**src/rtl/ts_slot_scheduler_if.sv**
```systemverilog
// rtl/ts_slot_scheduler_if.sv - slot scheduler source handshake and status bundle
interface ts_slot_scheduler_if;
  logic        SLOT_TICK;
  logic        T2MI_AVAIL;
  logic        ENA_T2MI;
  logic        ENA_PSI;
  logic        ENA_NULL;
  logic        START_T2MI;
  logic        START_PSI;
  logic        START_NULL;
  logic        PSI_TABLE;
  logic [1:0]  SEL;
  logic        BUSY;
  logic        OVERRUN;
  logic        TIMEOUT_ERR;
  logic [15:0] T2MI_CNT;
  logic [15:0] NULL_CNT;
  logic [2:0]  state_mon;

  // rate generator and the three sources drive ticks and strobes
  modport master (
    output SLOT_TICK, T2MI_AVAIL, ENA_T2MI, ENA_PSI, ENA_NULL,
    input  START_T2MI, START_PSI, START_NULL, PSI_TABLE, SEL, BUSY,
           OVERRUN, TIMEOUT_ERR, T2MI_CNT, NULL_CNT, state_mon
  );

  // scheduler side
  modport slave (
    input  SLOT_TICK, T2MI_AVAIL, ENA_T2MI, ENA_PSI, ENA_NULL,
    output START_T2MI, START_PSI, START_NULL, PSI_TABLE, SEL, BUSY,
           OVERRUN, TIMEOUT_ERR, T2MI_CNT, NULL_CNT, state_mon
  );
endinterface

```
**src/rtl/ts_slot_scheduler.sv**
```systemverilog
// rtl/ts_slot_scheduler.sv - per-slot TS source arbiter with PSI repetition timer
module ts_slot_scheduler #(
  parameter int PKT_LEN    = 188,
  parameter int PSI_PERIOD = 1000,
  parameter int TIMEOUT    = 1023
) (
  input logic               CLK,
  input logic               RST,
  ts_slot_scheduler_if.slave bus
);

  typedef enum logic [2:0] {
    IDLE  = 3'd0,
    ARB   = 3'd1,
    START = 3'd2,
    COUNT = 3'd3,
    DONE  = 3'd4
  } state_t;

  localparam int BW = $clog2(PKT_LEN + 1);
  localparam int TW = $clog2(TIMEOUT + 1);
  localparam logic [BW-1:0] BYTE_LAST = BW'(PKT_LEN - 1);
  // abort decided so that TIMEOUT_ERR lands exactly TIMEOUT cycles after START_x
  localparam logic [TW-1:0] TO_LAST   = TW'(TIMEOUT - 2);
  // timer value whose increment would reach PSI_PERIOD-1
  localparam logic [15:0]   PSI_WRAP  = 16'(PSI_PERIOD - 2);

  state_t        state;
  logic [1:0]    sel;
  logic          start_t2mi, start_psi, start_null;
  logic          psi_table;
  logic          busy;
  logic          overrun;
  logic          timeout_err;
  logic          aborted;
  logic          psi_due;
  logic [15:0]   psi_timer;
  logic [15:0]   t2mi_cnt, null_cnt;
  logic [BW-1:0] byte_cnt;
  logic [TW-1:0] to_cnt;
  logic          ena_sel;

  // strobe of the currently selected source; others never reach the counter
  always_comb begin
    case (sel)
      2'd1:    ena_sel = bus.ENA_T2MI;
      2'd2:    ena_sel = bus.ENA_PSI;
      default: ena_sel = bus.ENA_NULL;
    endcase
  end

  // slot FSM with registered pulses, mux select, PSI timer and slot counters
  always_ff @(posedge CLK or posedge RST) begin
    if (RST) begin
      state       <= IDLE;
      sel         <= 2'd0;
      start_t2mi  <= 1'b0;
      start_psi   <= 1'b0;
      start_null  <= 1'b0;
      psi_table   <= 1'b0;
      busy        <= 1'b0;
      overrun     <= 1'b0;
      timeout_err <= 1'b0;
      aborted     <= 1'b0;
      psi_due     <= 1'b0;
      psi_timer   <= 16'd0;
      t2mi_cnt    <= 16'd0;
      null_cnt    <= 16'd0;
      byte_cnt    <= '0;
      to_cnt      <= '0;
    end else begin
      start_t2mi  <= 1'b0;
      start_psi   <= 1'b0;
      start_null  <= 1'b0;
      overrun     <= 1'b0;
      timeout_err <= 1'b0;
      // ticks outside IDLE are dropped, never queued
      if (bus.SLOT_TICK && state != IDLE) overrun <= 1'b1;
      case (state)
        IDLE: begin
          if (bus.SLOT_TICK) begin
            state <= ARB;
            busy  <= 1'b1;
          end
        end
        ARB: begin
          state <= START;
          if (psi_due) begin
            sel       <= 2'd2;
            start_psi <= 1'b1;
          end else if (bus.T2MI_AVAIL) begin
            sel        <= 2'd1;
            start_t2mi <= 1'b1;
          end else begin
            sel        <= 2'd0;
            start_null <= 1'b1;
          end
        end
        START: begin
          byte_cnt <= '0;
          to_cnt   <= '0;
          aborted  <= 1'b0;
          state    <= COUNT;
        end
        COUNT: begin
          to_cnt <= to_cnt + 1'b1;
          if (ena_sel) byte_cnt <= byte_cnt + 1'b1;
          // completion takes priority over a simultaneous timeout
          if (ena_sel && byte_cnt == BYTE_LAST) begin
            state <= DONE;
          end else if (to_cnt == TO_LAST) begin
            timeout_err <= 1'b1;
            aborted     <= 1'b1;
            state       <= DONE;
          end
        end
        DONE: begin
          state <= IDLE;
          busy  <= 1'b0;
          if (!aborted) begin
            case (sel)
              2'd1: t2mi_cnt <= t2mi_cnt + 16'd1;
              2'd2: begin
                psi_table <= ~psi_table;
                if (psi_table) psi_due <= 1'b0;
              end
              default: null_cnt <= null_cnt + 16'd1;
            endcase
            if (!psi_due) begin
              if (psi_timer == PSI_WRAP) begin
                psi_timer <= 16'd0;
                psi_due   <= 1'b1;
              end else begin
                psi_timer <= psi_timer + 16'd1;
              end
            end
          end
        end
        default: begin
          state <= IDLE;
          busy  <= 1'b0;
        end
      endcase
    end
  end

  assign bus.START_T2MI  = start_t2mi;
  assign bus.START_PSI   = start_psi;
  assign bus.START_NULL  = start_null;
  assign bus.PSI_TABLE   = psi_table;
  assign bus.SEL         = sel;
  assign bus.BUSY        = busy;
  assign bus.OVERRUN     = overrun;
  assign bus.TIMEOUT_ERR = timeout_err;
  assign bus.T2MI_CNT    = t2mi_cnt;
  assign bus.NULL_CNT    = null_cnt;
  assign bus.state_mon   = state;

endmodule

```
**src/flat_wrapper.sv**
```systemverilog
// flat-port wrapper written by rule: the top's interface ports become plain ports
module ts_slot_scheduler_flat 
#(
  parameter int PKT_LEN    = 188,
  parameter int PSI_PERIOD = 1000,
  parameter int TIMEOUT    = 1023
)
  (CLK, RST, bus_SLOT_TICK, bus_T2MI_AVAIL, bus_ENA_T2MI, bus_ENA_PSI, bus_ENA_NULL, bus_START_T2MI, bus_START_PSI, bus_START_NULL, bus_PSI_TABLE, bus_SEL, bus_BUSY, bus_OVERRUN, bus_TIMEOUT_ERR, bus_T2MI_CNT, bus_NULL_CNT, bus_state_mon);
  ts_slot_scheduler_if bus_i ();
  input logic CLK;
  input logic RST;
  input wire logic [$bits(bus_i.SLOT_TICK)-1:0] bus_SLOT_TICK;
  input wire logic [$bits(bus_i.T2MI_AVAIL)-1:0] bus_T2MI_AVAIL;
  input wire logic [$bits(bus_i.ENA_T2MI)-1:0] bus_ENA_T2MI;
  input wire logic [$bits(bus_i.ENA_PSI)-1:0] bus_ENA_PSI;
  input wire logic [$bits(bus_i.ENA_NULL)-1:0] bus_ENA_NULL;
  output wire logic [$bits(bus_i.START_T2MI)-1:0] bus_START_T2MI;
  output wire logic [$bits(bus_i.START_PSI)-1:0] bus_START_PSI;
  output wire logic [$bits(bus_i.START_NULL)-1:0] bus_START_NULL;
  output wire logic [$bits(bus_i.PSI_TABLE)-1:0] bus_PSI_TABLE;
  output wire logic [$bits(bus_i.SEL)-1:0] bus_SEL;
  output wire logic [$bits(bus_i.BUSY)-1:0] bus_BUSY;
  output wire logic [$bits(bus_i.OVERRUN)-1:0] bus_OVERRUN;
  output wire logic [$bits(bus_i.TIMEOUT_ERR)-1:0] bus_TIMEOUT_ERR;
  output wire logic [$bits(bus_i.T2MI_CNT)-1:0] bus_T2MI_CNT;
  output wire logic [$bits(bus_i.NULL_CNT)-1:0] bus_NULL_CNT;
  output wire logic [$bits(bus_i.state_mon)-1:0] bus_state_mon;
  assign bus_i.SLOT_TICK = bus_SLOT_TICK;
  assign bus_i.T2MI_AVAIL = bus_T2MI_AVAIL;
  assign bus_i.ENA_T2MI = bus_ENA_T2MI;
  assign bus_i.ENA_PSI = bus_ENA_PSI;
  assign bus_i.ENA_NULL = bus_ENA_NULL;
  assign bus_START_T2MI = bus_i.START_T2MI;
  assign bus_START_PSI = bus_i.START_PSI;
  assign bus_START_NULL = bus_i.START_NULL;
  assign bus_PSI_TABLE = bus_i.PSI_TABLE;
  assign bus_SEL = bus_i.SEL;
  assign bus_BUSY = bus_i.BUSY;
  assign bus_OVERRUN = bus_i.OVERRUN;
  assign bus_TIMEOUT_ERR = bus_i.TIMEOUT_ERR;
  assign bus_T2MI_CNT = bus_i.T2MI_CNT;
  assign bus_NULL_CNT = bus_i.NULL_CNT;
  assign bus_state_mon = bus_i.state_mon;
  ts_slot_scheduler #(.PKT_LEN(PKT_LEN), .PSI_PERIOD(PSI_PERIOD), .TIMEOUT(TIMEOUT)) u_core (.CLK(CLK), .RST(RST), .bus(bus_i));
endmodule
```
**config.mk**
```make
export PLATFORM = sky130hd
export DESIGN_NAME = ts_slot_scheduler_flat
export DESIGN_NICKNAME = d
export VERILOG_FILES = /design/src/rtl/ts_slot_scheduler_if.sv /design/src/rtl/ts_slot_scheduler.sv /design/src/flat_wrapper.sv
export SDC_FILE = /design/constraint.sdc
export NUM_CORES = 1
export LEC_CHECK = 0
export CAP_MARGIN = 15
export CORE_MARGIN = 2
export CORE_UTILIZATION = 50
export CTS_CLUSTER_DIAMETER = 60
export DETAILED_ROUTE_END_ITERATION = 10
export GPL_TIMING_DRIVEN = 0
export MAX_ROUTING_LAYER = met4
export PLACE_DENSITY_LB_ADDON = 0.05
export SETUP_SLACK_MARGIN = 0.15
export SLEW_MARGIN = 20
export SYNTH_ARGS = -nofsm -noshare
export SYNTH_HDL_FRONTEND = slang
export SYNTH_SLANG_ARGS = --single-unit
```
**constraint.sdc**
```tcl
create_clock -name CLK -period 2.6 [get_ports CLK]
set_clock_uncertainty 0.2 [all_clocks]
set_input_delay 0.52 -clock CLK [delete_from_list [all_inputs] [get_ports CLK]]
set_output_delay 0.52 -clock CLK [all_outputs]
set_load 0.01 [all_outputs]
```
==> results.py <==
metrics = {
    "synthesis": {
        "async_reset_ff_share_pct": 100,
        "synth_top_area_share_pct": 51.8,
        "ys_top_cells_by_area": "dfrtp_1 52%, xnor2_1 7.5%, nand3_1 3.9%, nand2_1 3.8%, ha_1 2.9%",
        "synth_edf_count": 0,
        "yosysTopAreaCell": "dfrtp_1",
        "syn_area_per_cell_um2": 10.8,
        "yosysSeqAreaShare_pct": 51.8,
        "ys_ff_latch": 80,
        "synth_cells": 357,
        "synth_ff_type": "dfrtp_1",
        "ys_warn_count": 0,
        "yosysUniqueCellTypes": 48,
        "syn-cell-area_mm2": 0.00386,
        "syn_nets": 373,
    },
    "floorplanning": {
        "dieHeight_um": 91.9,
        "initial_core_util_pct": 50.8,
        "num_rows": 32,
        "io_pins": 51,
        "dieArea_mm2": 0.00845,
        "core_region_area_mm2": 0.00761,
        "die_x_um": 91.9,
    },
    "pwr": {
        "switching_power_w": 0.000879,
        "total_power_w": 0.00295,
        "p_per_area_mw_per_mm2": 622,
        "p_clk_share_pct": 32.1,
        "pwr-share-seq_pct": 47.7,
        "leakagePower_nw": 2.13,
        "p_int_w": 0.00207,
        "ir_worst_vdd_uv": 392,
        "p_comb_share_pct": 20.2,
        "switching_share_pct": 29.8,
    },
    "critical_path": {
        "reg2reg_from": "u_core.bus.SEL[0]$_DFFE_PP0P_",
        "worst-r2r-setup-slack_ns": 0.27,
        "worstSetupPathType": "reg2reg",
        "worst-r2r-cell-count": 6,
        "start_kind": "flip-flop",
        "crit_start": "u_core.bus.SEL[0]$_DFFE_PP0P_",
        "arrival_ns": 2.38,
        "path_max_fanout": 7,
        "cp.required_ns": 2.65,
        "reg2reg_to": "u_core.aborted$_DFFE_PP0P_",
        "endpoint_kind": "flip-flop",
    },
    "min_path": {
        "worstHoldStart": "u_core.bus.NULL_CNT[15]$_DFFE_PP0P_",
        "min_path_cells": 1,
        "hold_path_end": "u_core.bus.NULL_CNT[15]$_DFFE_PP0P_",
        "min_path_type": "reg2reg",
    },
    "clock_network": {
        "cts_inserted_buffers": 9,
        "path_clk_slew_ns": 0.08,
        "root_buffer": "clkbuf_8",
        "post_cts_buffers": 0,
        "cts.sinks": 80,
        "cts_buffer_depth": 2,
        "htreeDepth": 3,
        "worstSkewPairLatency_ns": 0.35,
        "cts_tree": "done",
        "hold_buffers": 0,
    },
    "timing": {
        "fin_crit_sh_pct": 89.8,
        "hold_viol": 0,
        "relSlewSlack_pct": 63.5,
        "fmax_ghz": 0.428,
        "fin_crit_ns": 2.33,
        "rsz0062_at_grt": "true",
        "tns_ns": 0,
        "slew_viol_final": 0,
        "setup_viol": 0,
        "tightest_slew_ns": 0.543,
        "hold_slack_ns": 0.269,
    },
    "global_routing": {
        "grt_first_pass_wirelength_mm": 13.5,
        "antenna_found_initial": 0,
        "grt_pass1_vias": 2913,
        "grt_max_degree": 34,
        "grt_usage_pct": 20.5,
        "grt_overflow": 0,
    },
    "placed_design": {
        "dpl.hpwl_mm": 5.51,
        "io_buffers": 50,
        "gp_congestion": 0.827,
    },
    "routing": {
        "via_per_inst": 5.45,
        "drt_iter0_drc": 123,
        "wl_mm": 7.62,
        "ant_nets": 0,
        "wire_per_inst_um": 14.5,
        "vias": 2866,
        "drt_first_pass_iters": 4,
        "drcViolationCount": 0,
    },
    "final_layout": {
        "diodes": 0,
        "syn_to_final_growth_pct": 22.9,
        "layout_common_cells": "80 x dfrtp_1, 50 x clkdlybuf4s50_1, 39 x nand2_1",
        "layout_commonest_cell": "dfrtp_1",
        "multi_input_area_mm2": 0.00176,
        "num-nets-final": 436,
        "regArea_mm2": 0.00200,
        "layout-drive-gt1-share_pct": 9.43,
        "fill_cells": 631,
    },
    "outcome": {
        "status": "completed",
    },
    "job": {
        "maxCapViolations": 0,
    },
}
layer usage:
layer | share of wire [%] | GRT usage (%) | wire length [µm]
met4 | 1.2 | 7.21 | 89
met3 | 3.7 | 3.86 | 280
met1 | 48 | 26.6 | 3630
met5 | 0 | - | 0
met2 | 47 | 32.7 | 3620
kinds of logic (layout without fill, tap and decap cells):
logic type / after synthesis / after routing / synth area share (%)
buffers and inverters: 23 / 90 / 2.91
multiplexers: 9 / 9 / 2.46
adder cells (fa/ha/maj): 9 / 9 / 2.91
flip-flops: 80 / 80 / 51.8
AND/OR/NAND/NOR: 157 / 157 / 23.8
AO/OA/AOI/OAI: 37 / 37 / 6.54
XOR/XNOR: 42 / 42 / 9.52
cell type report:
class                   instances  share of cell area, %
well taps                     102                   2.69
multi-input cells             254                   37.0
clock buffers                  12                   3.48
repair buffers                 52                   11.4
clock inverters                 3                  0.843
flip-flops and latches         80                   42.2
plain buffers                  11                   1.42
inverters                      12                   1.03
per-stage QoR:
stage | utilization, % | std cells | setup slack [ns] | area, µm²
6_report | 62.4 | 526 | 0.265 | 4750
5_1_grt | 62.4 | 526 | 0.142 | 4750
4_1_cts | 62.3 | 526 | 0.212 | 4740
3_5_place_dp | 59.6 | 511 | 0.0828 | 4540
3_3_place_gp | 59.1 | 509 | 0.0143 | 4500
2_1_floorplan | - | 357 | 0.440 | 3870
critical path, cell delays in order, from the launching register on:
cell and delay [ns]:
dfrtp_1 0.42, inv_1 0.06, ha_1 0.39, nor2b_1 0.20
or4_1 0.57, nor3b_1 0.21, a21o_1 0.18
synth_stat cells, types with 3 or more instances:
master / n
a22o_1: 3
o21ai_0: 7
nor2_1: 22
and3_1: 10
buf_6: 3
dfrtp_1: 80
o31ai_1: 6
nor4_1: 5
mux2i_1: 5
inv_1: 12
nor4_4: 4
xor2_1: 9
o211ai_1: 4
or4_1: 6
and4_1: 4
mux2_2: 4
nand3_1: 30
ha_1: 9
xnor2_1: 33
a21o_1: 3
nand4_1: 8
nor3_1: 6
buf_2: 3
nand2_1: 39
clkbuf_1: 5
nand3b_1: 3
a31oi_1: 3
a21oi_1: 5
power by group through the flow:
stage               logic (W)  clock network [W]  registers, W
floorplan            0.000369                  0       0.00143
global placement     0.000573                  0       0.00143
finish               0.000597           0.000946       0.00141
global route         0.000679            0.00102       0.00142
CTS                  0.000603           0.000975       0.00141
detailed placement   0.000600                  0       0.00143
flip-flops by register name (all words and copies together), names as in the netlist:
signal,flops
u_core.bus.NULL_CNT,16
u_core.bus.T2MI_CNT,16
u_core.psi_timer,16
u_core.to_cnt,10
u_core.byte_cnt,8
u_core.bus.state_mon,3
u_core.bus.SEL,2
u_core.aborted,1
u_core.bus.BUSY,1
u_core.bus.OVERRUN,1
u_core.bus.PSI_TABLE,1
u_core.bus.START_NULL,1
u_core.bus.START_PSI,1
u_core.bus.START_T2MI,1
u_core.bus.TIMEOUT_ERR,1
u_core.psi_due,1
what timing repair did:
item                                    CTS  global route
hold endpoints to repair                  0             0
endpoints found under the setup margin    0             8
resized for setup                         0             1
worst max path at each step:
| stage | to | slack, ns | depth (start not counted) |
|---|---|---|---|
| 5_1_grt | u_core.byte_cnt[7]$_DFFE_PP0P_ | 0.14 | 6 |
| 6_report | u_core.aborted$_DFFE_PP0P_ | 0.27 | 6 |
| 3_5_place_dp | u_core.byte_cnt[6]$_DFFE_PP0P_ | 0.08 | 6 |
| 2_1_floorplan | u_core.bus.T2MI_CNT[7]$_DFFE_PP0P_ | 0.44 | 6 |
| 3_3_place_gp | u_core.psi_timer[14]$_DFFE_PP0P_ | 0.01 | 2 |
| 4_1_cts | u_core.byte_cnt[6]$_DFFE_PP0P_ | 0.21 | 7 |
Note: power is estimated with default switching activity, not from simulation.
